===== config.mk =====
export PLATFORM = sky130hd
export DESIGN_NAME = mcu_channel_sequencer
export DESIGN_NICKNAME = d
export VERILOG_FILES = /design/src/rtl/jpeg_ctrl_pkg.sv /design/src/rtl/mcu_block_counter.sv /design/src/rtl/mcu_channel_sequencer.sv
export SDC_FILE = /design/constraint.sdc
export NUM_CORES = 1
export LEC_CHECK = 0
export ABC_AREA = 0
export CAP_MARGIN = 10
export CORE_ASPECT_RATIO = 0.5
export CORE_UTILIZATION = 65
export DETAILED_ROUTE_END_ITERATION = 10
export DONT_BUFFER_PORTS = 1
export GPL_TIMING_DRIVEN = 0
export PLACE_DENSITY_LB_ADDON = 0.1
export SLEW_MARGIN = 10
export SYNTH_ARGS = -nofsm -noshare
export SYNTH_HDL_FRONTEND = slang
export SYNTH_SLANG_ARGS = --single-unit

===== constraint.sdc =====
create_clock -name clk -period 4.8 [get_ports clk]
set_input_delay 0.24 -clock clk [delete_from_list [all_inputs] [get_ports clk]]
set_output_delay 0.24 -clock clk [all_outputs]
set_load 0.05 [all_outputs]

===== src/rtl/jpeg_ctrl_pkg.sv =====
// jpeg_ctrl_pkg
// Shared types and constants for the JPEG decoder control blocks.
//   ch_e        : channel tag carried alongside each 8x8 block (Y/Cb/Cr)
//   subsamp_e   : chroma subsampling mode of the current frame
//   seq_state_e : MCU channel sequencer states
//   chan_of()   : block position inside an MCU -> channel tag
package jpeg_ctrl_pkg;

   typedef enum logic [1:0] {
      CH_Y  = 2'd0,
      CH_CB = 2'd1,
      CH_CR = 2'd2
   } ch_e;

   typedef enum logic {
      SS_444 = 1'b0,
      SS_420 = 1'b1
   } subsamp_e;

   typedef enum logic [1:0] {
      IDLE,
      RUN,
      DRAIN,
      DONE
   } seq_state_e;

   localparam int BLK_PER_MCU_444 = 3;
   localparam int BLK_PER_MCU_420 = 6;

   // Wide enough for the largest MCU (6 blocks in 4:2:0).
   localparam int IDX_W = 3;

   // 4:2:0 carries four luma blocks before Cb and Cr; 4:4:4 is one of each.
   function automatic ch_e chan_of(input subsamp_e mode, input logic [IDX_W-1:0] idx);
      ch_e ch;
      ch = CH_Y;
      if (mode == SS_420) begin
         if (idx == 3'd4) begin
            ch = CH_CB;
         end else if (idx == 3'd5) begin
            ch = CH_CR;
         end
      end else begin
         if (idx == 3'd1) begin
            ch = CH_CB;
         end else if (idx == 3'd2) begin
            ch = CH_CR;
         end
      end
      return ch;
   endfunction

endpackage


===== src/rtl/mcu_block_counter.sv =====
// mcu_block_counter
// Tracks the position of the next block inside the current MCU.
//   clk, rst : clock, asynchronous active-low reset
//   clr      : return to the first block of an MCU
//   adv      : one block was accepted this cycle
//   mode     : subsampling mode of the frame (sets MCU length)
//   chan     : channel tag of the block at the current position
//   is_last  : current position is the final block of the MCU
module mcu_block_counter
   import jpeg_ctrl_pkg::*;
(
   input  logic     clk,
   input  logic     rst,
   input  logic     clr,
   input  logic     adv,
   input  subsamp_e mode,
   output ch_e      chan,
   output logic     is_last
);

   localparam logic [IDX_W-1:0] LAST_444 = IDX_W'(BLK_PER_MCU_444 - 1);
   localparam logic [IDX_W-1:0] LAST_420 = IDX_W'(BLK_PER_MCU_420 - 1);

   logic [IDX_W-1:0] idx;

   assign is_last = (mode == SS_420) ? (idx == LAST_420) : (idx == LAST_444);
   assign chan    = chan_of(mode, idx);

   always_ff @(posedge clk or negedge rst) begin
      if (!rst) begin
         idx <= '0;
      end else if (clr) begin
         idx <= '0;
      end else if (adv) begin
         idx <= is_last ? '0 : idx + 1'b1;
      end
   end

endmodule


===== src/rtl/mcu_channel_sequencer.sv =====
// mcu_channel_sequencer
// Feeds the supersample/channel buffer one 8x8 block at a time in MCU order,
// tags each block with its channel and limits the MCUs in flight.
// Optional watchdog: define MCU_SEQ_TIMEOUT_EN.
//   clk, rst        : clock, asynchronous active-low reset
//   start           : frame start pulse (latches subsamp_mode, mcu_total)
//   subsamp_mode    : 0 = 4:4:4, 1 = 4:2:0
//   mcu_total       : MCUs in the frame
//   blk_valid       : upstream block available
//   blk_ready       : block accepted this cycle
//   ss_valid, ss_ch : supersample buffer valid_in / ch_in
//   buf_mcu_valid   : buffer emitted one MCU (returns a credit)
//   mcu_done_cnt    : MCUs confirmed this frame
//   busy            : not idle
//   frame_done      : one-cycle pulse at frame end
//   err_unexpected  : sticky, buf_mcu_valid with no credit outstanding
//   err_timeout     : sticky watchdog error (0 without the watchdog)
module mcu_channel_sequencer
   import jpeg_ctrl_pkg::*;
#(
   parameter int CH_W            = 2,
   parameter int MCU_CNT_W       = 16,
   parameter int MAX_OUTSTANDING = 2,
   parameter int TIMEOUT_CYCLES  = 4096
) (
   input  logic                 clk,
   input  logic                 rst,
   input  logic                 start,
   input  logic                 subsamp_mode,
   input  logic [MCU_CNT_W-1:0] mcu_total,
   input  logic                 blk_valid,
   output logic                 blk_ready,
   output logic                 ss_valid,
   output logic [CH_W-1:0]      ss_ch,
   input  logic                 buf_mcu_valid,
   output logic [MCU_CNT_W-1:0] mcu_done_cnt,
   output logic                 busy,
   output logic                 frame_done,
   output logic                 err_unexpected,
   output logic                 err_timeout
);

   // MAX_OUTSTANDING is at most 7, so three bits always hold the credit count.
   localparam int                CRED_W   = 3;
   localparam logic [CRED_W-1:0] MAX_CRED = CRED_W'(MAX_OUTSTANDING);

   seq_state_e           state, next_state;
   subsamp_e             mode_q;
   logic [MCU_CNT_W-1:0] total_q;
   logic [MCU_CNT_W-1:0] mcu_issued;
   logic [CRED_W-1:0]    credits;
   logic                 start_acc, transfer, issue, last_mcu;
   logic                 buf_ok, buf_bad, wd_fire;
   ch_e                  chan;
   logic                 is_last;

   assign start_acc = start && (state == IDLE);
   assign blk_ready = (state == RUN) && (credits < MAX_CRED);
   assign transfer  = blk_valid && blk_ready;
   assign issue     = transfer && is_last;
   assign last_mcu  = issue && ((mcu_issued + MCU_CNT_W'(1)) == total_q);
   assign buf_ok    = buf_mcu_valid && (state != IDLE) && (credits != '0);
   assign buf_bad   = buf_mcu_valid && !buf_ok;
   assign busy      = (state != IDLE);

   mcu_block_counter u_blk_cnt (
      .clk     (clk),
      .rst     (rst),
      .clr     ((state == IDLE) || wd_fire),
      .adv     (transfer),
      .mode    (mode_q),
      .chan    (chan),
      .is_last (is_last)
   );

   always_ff @(posedge clk or negedge rst) begin
      if (!rst) begin
         state <= IDLE;
      end else begin
         state <= next_state;
      end
   end

   always_comb begin
      next_state = state;
      frame_done = 1'b0;
      case (state)
         IDLE: begin
            if (start) begin
               next_state = (mcu_total == '0) ? DONE : RUN;
            end
         end
         RUN: begin
            if (last_mcu) begin
               next_state = DRAIN;
            end
         end
         DRAIN: begin
            if (credits == '0) begin
               next_state = DONE;
            end
         end
         DONE: begin
            frame_done = 1'b1;
            next_state = IDLE;
         end
         default: next_state = IDLE;
      endcase
      // A watchdog expiry abandons the frame without a frame_done pulse.
      if (wd_fire) begin
         next_state = IDLE;
      end
   end

   // A credit taken and returned in the same cycle leaves the count unchanged.
   always_ff @(posedge clk or negedge rst) begin
      if (!rst) begin
         mode_q         <= SS_444;
         total_q        <= '0;
         mcu_issued     <= '0;
         mcu_done_cnt   <= '0;
         credits        <= '0;
         ss_valid       <= 1'b0;
         ss_ch          <= '0;
         err_unexpected <= 1'b0;
      end else begin
         ss_valid <= transfer;
         if (transfer) begin
            ss_ch <= CH_W'(chan);
         end
         if (start_acc) begin
            mode_q         <= subsamp_e'(subsamp_mode);
            total_q        <= mcu_total;
            mcu_issued     <= '0;
            mcu_done_cnt   <= '0;
            err_unexpected <= 1'b0;
         end else begin
            if (issue) begin
               mcu_issued <= mcu_issued + MCU_CNT_W'(1);
            end
            if (buf_ok) begin
               mcu_done_cnt <= mcu_done_cnt + MCU_CNT_W'(1);
            end
            if (buf_bad) begin
               err_unexpected <= 1'b1;
            end
         end
         if (wd_fire) begin
            credits <= '0;
         end else if (issue && !buf_ok) begin
            credits <= credits + CRED_W'(1);
         end else if (!issue && buf_ok) begin
            credits <= credits - CRED_W'(1);
         end
      end
   end

`ifdef MCU_SEQ_TIMEOUT_EN
   localparam int WD_W = $clog2(TIMEOUT_CYCLES + 1);

   logic [WD_W-1:0] wd_cnt;
   logic            err_to_q;

   assign wd_fire     = (wd_cnt == WD_W'(TIMEOUT_CYCLES));
   assign err_timeout = err_to_q;

   // Counts only while MCUs are outstanding and the buffer stays silent.
   always_ff @(posedge clk or negedge rst) begin
      if (!rst) begin
         wd_cnt   <= '0;
         err_to_q <= 1'b0;
      end else begin
         if ((state == IDLE) || buf_mcu_valid || wd_fire) begin
            wd_cnt <= '0;
         end else if (credits != '0) begin
            wd_cnt <= wd_cnt + WD_W'(1);
         end
         if (start_acc) begin
            err_to_q <= 1'b0;
         end else if (wd_fire) begin
            err_to_q <= 1'b1;
         end
      end
   end
`else
   // No watchdog in this build; the limit is referenced only so the
   // parameter stays meaningful to callers that override it.
   assign wd_fire     = 1'b0;
   assign err_timeout = (TIMEOUT_CYCLES < 0);
`endif

endmodule


==> key figures <==
Run status
  • Status: complete, no violations

Worst hold path
  • Worst Hold Class: input port to register
  • Hold Crit Depth: 2

Synth
  • Largest family of logic cells by synthesized area: simple AND/OR/NAND/NOR gates
  • Mapped Cells: 374
  • Post-synthesis cell type count: 54
  • Synth warn: 0
  • Post-Synth Simple-Gate Area: 0.2629
  • Register area share after synthesis: 0.4499
  • Register bit count reported by yosys: 61
  • Post-Synth Adder-Cell Area: 0.04646
  • Net count after synthesis: 408
  • Post-synth top flop: dfrtp_1
  • Number of flops mapped to enable cells by yosys: 0
  • XOR/XNOR Fraction of Synth Area: 0.1187
  • Dominant cells by area after synthesis: dfrtp_1, nand2_1, xor2_1
  • Post-synth ARST share: 1.000
  • Post-synth top area share: 0.4499
  • Syn_area_per_cell: 9.073 µm²
  • Mux contribution to synthesized area: 0.01549
  • Post-synthesis compound-gate area fraction: 0.07338
  • Cell area after synthesis: 3393 µm²
  • Post-synth top area cell: dfrtp_1

Worst setup path
  • Crit path kind: register to register
  • Crit path buffers/inverters: 4
  • Crit-path cells: inv_1 > ha_1 > and2_1 > nand2_1 > inv_1 > nand2_1 > clkinv_1 > ha_1 > inv_1 > fa_1 > xor2_1 > nor2_1 > xor2_1
  • Worst setup EP type: register
  • Nature of the critical path startpoint: register
  • Worst stage delay on the critical path: 510 ps
  • Crit-path max FO: 10
  • Largest delay share family, worst path: simple AND/OR/NAND/NOR gates
  • Critical path depth: 13
  • Most frequent CP cell: inv_1
  • R2r worst-path depth: 13
  • Critical Path RT: 5060 ps
  • Slowest stage cell, crit path: and2_1
  • WP data arrival: 3480 ps

Layout
  • Area growth syn-to-layout: 9.366%
  • Fraction of layout cells with a size suffix above 1: 0.08163
  • Most common cell after layout, fill and taps aside: nand2_1
  • Diode count: 0
  • Nets: 421
  • Filler instances: 377
  • Final Instance Area: 3711 µm²
  • Commonest non-fill, non-tap cells in the layout: nand2_1, dfrtp_1, nor2_1
  • Core Util, Final: 0.7456

Clock tree
  • TritonCTS clock tree: built
  • CTS Sinks: 61
  • Maximum clock path buffer count: 2
  • Root Driver: clkbuf_8
  • Clk_lat worst skew: 340 ps
  • Clock transition at the registers of the reported paths: 70 ps
  • CTS Buf Count: 9
  • CTS H-Tree Depth: 3

Detailed routing
  • Post-route ant nets: 0
  • Initial DRT Pass Iterations: 4
  • Detailed-route wire length: 7222 µm
  • Via Count: 2695
  • Routed vias/inst: 5.833
  • Residual DRC: 0
  • Routed len/inst: 15.63 µm
  • DRT iter0 DRCs: 126

Floorplan
  • Die ar.: 5531 µm²
  • Die Y: 53.09 µm
  • Core area: 4977 µm²
  • Num rows: 18
  • Chip width: 104.2 µm
  • IO Pins: 46
  • Starting density of the core: 0.6817

STA
  • Setup ws final: 1583 ps
  • Final hold violations: 0
  • Rel. slew slack: 0.5956
  • Setup TNS: 0 ps
  • Minimum clock period: 3217 ps
  • Setup Viol. Count Final: 0
  • Period utilization: 0.6703
  • Max Fclk: 310.8 MHz
  • RSZ-0062 raised after global routing: no
  • Worst-Margin Slew: 606.6 ps
  • Clock skew: 8.708 ps
  • Max-slew violation count: 0

GRT
  • Global-route wire length before repair: 12070 µm
  • Total track usage: 0.2910
  • Met1 Usage GRT: 0.3608
  • Largest net degree at the start of global routing: 62
  • Gr ovfl total: 0
  • Met3 GRT Util: 0.08374
  • Number of global-route vias before repair: 2620
  • GRT busiest layer: met2
  • Initial antenna violation count: 0
  • Met2 Use GR: 0.5089

Placement
  • Port buffer count: 0
  • Placer Congestion: 0.8471
  • Post-DP HPWL: 5265 µm
  • Placed Area: 3481 µm²
  • Pre-CTS setup slack: 1585 ps

Pwr
  • VDD IR max: 0.3510 mV
  • LEAKAGE: 1.663 nW
  • PD cells: 491.4 nW/µm²

Run
  • Max-Cap Viols: 0
-- area by class of cell --
class                      count  area, µm²  share of cell area
sequential                    61       1526              0.4113
tap                           70      87.58             0.02360
buffer                        14      67.56             0.01821
inverter                      11      41.29             0.01113
clock inverter                 4      47.55             0.01281
timing repair buffer           2      37.54             0.01011
clock buffer                  12      145.1             0.03911
multi-input combinational    288       1758              0.4737
-- through the flow --
stage / instances / hold slack, ps / power (mW)
floorplan: 374 / -55.59 / 1.225
global placement: 444 / -54.38 / 1.326
detailed placement: 444 / -54.22 / 1.364
CTS: 462 / 0.2079 / 1.831
global route: 462 / 0.9554 / 1.940
finish: 462 / 4.531 / 1.824
-- worst reg2reg max path: cells and delay by family, from the launching register on --
kind                     cells  cell delay (ps)
buffers and inverters        4              510
XOR/XNOR                     2              340
adder cells (fa/ha/maj)      3              760
AND/OR/NAND/NOR              4             1110
flip-flops                   1              400
-- timing repair --
item                      CTS  global route
hold buffers                2             0
gates resized for setup     0             0
hold endpoints to repair   61             0
setup buffers               0             0
-- final timing paths --
kind	endpoint	from	slack (ps)
min in group asynchronous	u_blk_cnt.idx[2]	rst	440
worst max-delay path	credits[2]	state[1]	1580
worst max register to register	credits[2]	state[1]	1580
worst min register to register	total_q[15]	total_q[15]	510
worst min-delay path	total_q[10]	mcu_total[10]	5
max in group asynchronous	mcu_issued[4]	rst	4120
-- synthesized netlist by cell type, types with 3 or more instances --
cell type	instances
nand3_1	12
or3_1	8
xnor2_1	22
nor3_1	6
nand3b_1	3
inv_1	10
mux2i_1	3
nor4_1	8
nor2b_1	3
buf_2	3
nor2_1	42
o21ai_0	13
a21oi_1	11
and3_1	4
dfrtp_1	61
ha_1	11
xor2_1	24
nand2_1	76
nand4_1	7
clkbuf_1	8
-- power breakdown --
group          internal [mW]  switching (mW)  leakage, nW
registers              0.627           0.180        0.809
logic                  0.217           0.353        0.758
clock network          0.252           0.194       0.0964
-- logic make-up after synthesis --
| kind of cell | count (synthesis) |
|---|---|
| buf+inv | 25 |
| flops | 61 |
| fa+ha+maj | 12 |
| simple gates | 185 |
| mux | 5 |
| compound gates | 39 |
| xor+xnor | 46 |
| other cells | 1 |
-- flip-flops by register name, indices dropped and copies added, names as in the netlist --
name,cells
credits,3
err_unexpected,1
mcu_done_cnt,16
mcu_issued,16
mode_q,1
ss_ch,2
ss_valid,1
state,2
total_q,16
u_blk_cnt.idx,3
-- routing by layer --
layer  part of all wire  up-vias  routed length [µm]
met1               0.45     1330                3253
met4             0.0098        0                  71
met2               0.49       74                3520
met3              0.052       10                 377
met5                  0        -                   0
li1                   -     1281                   -
No activity file was read; power rests on OpenSTA's default activity.
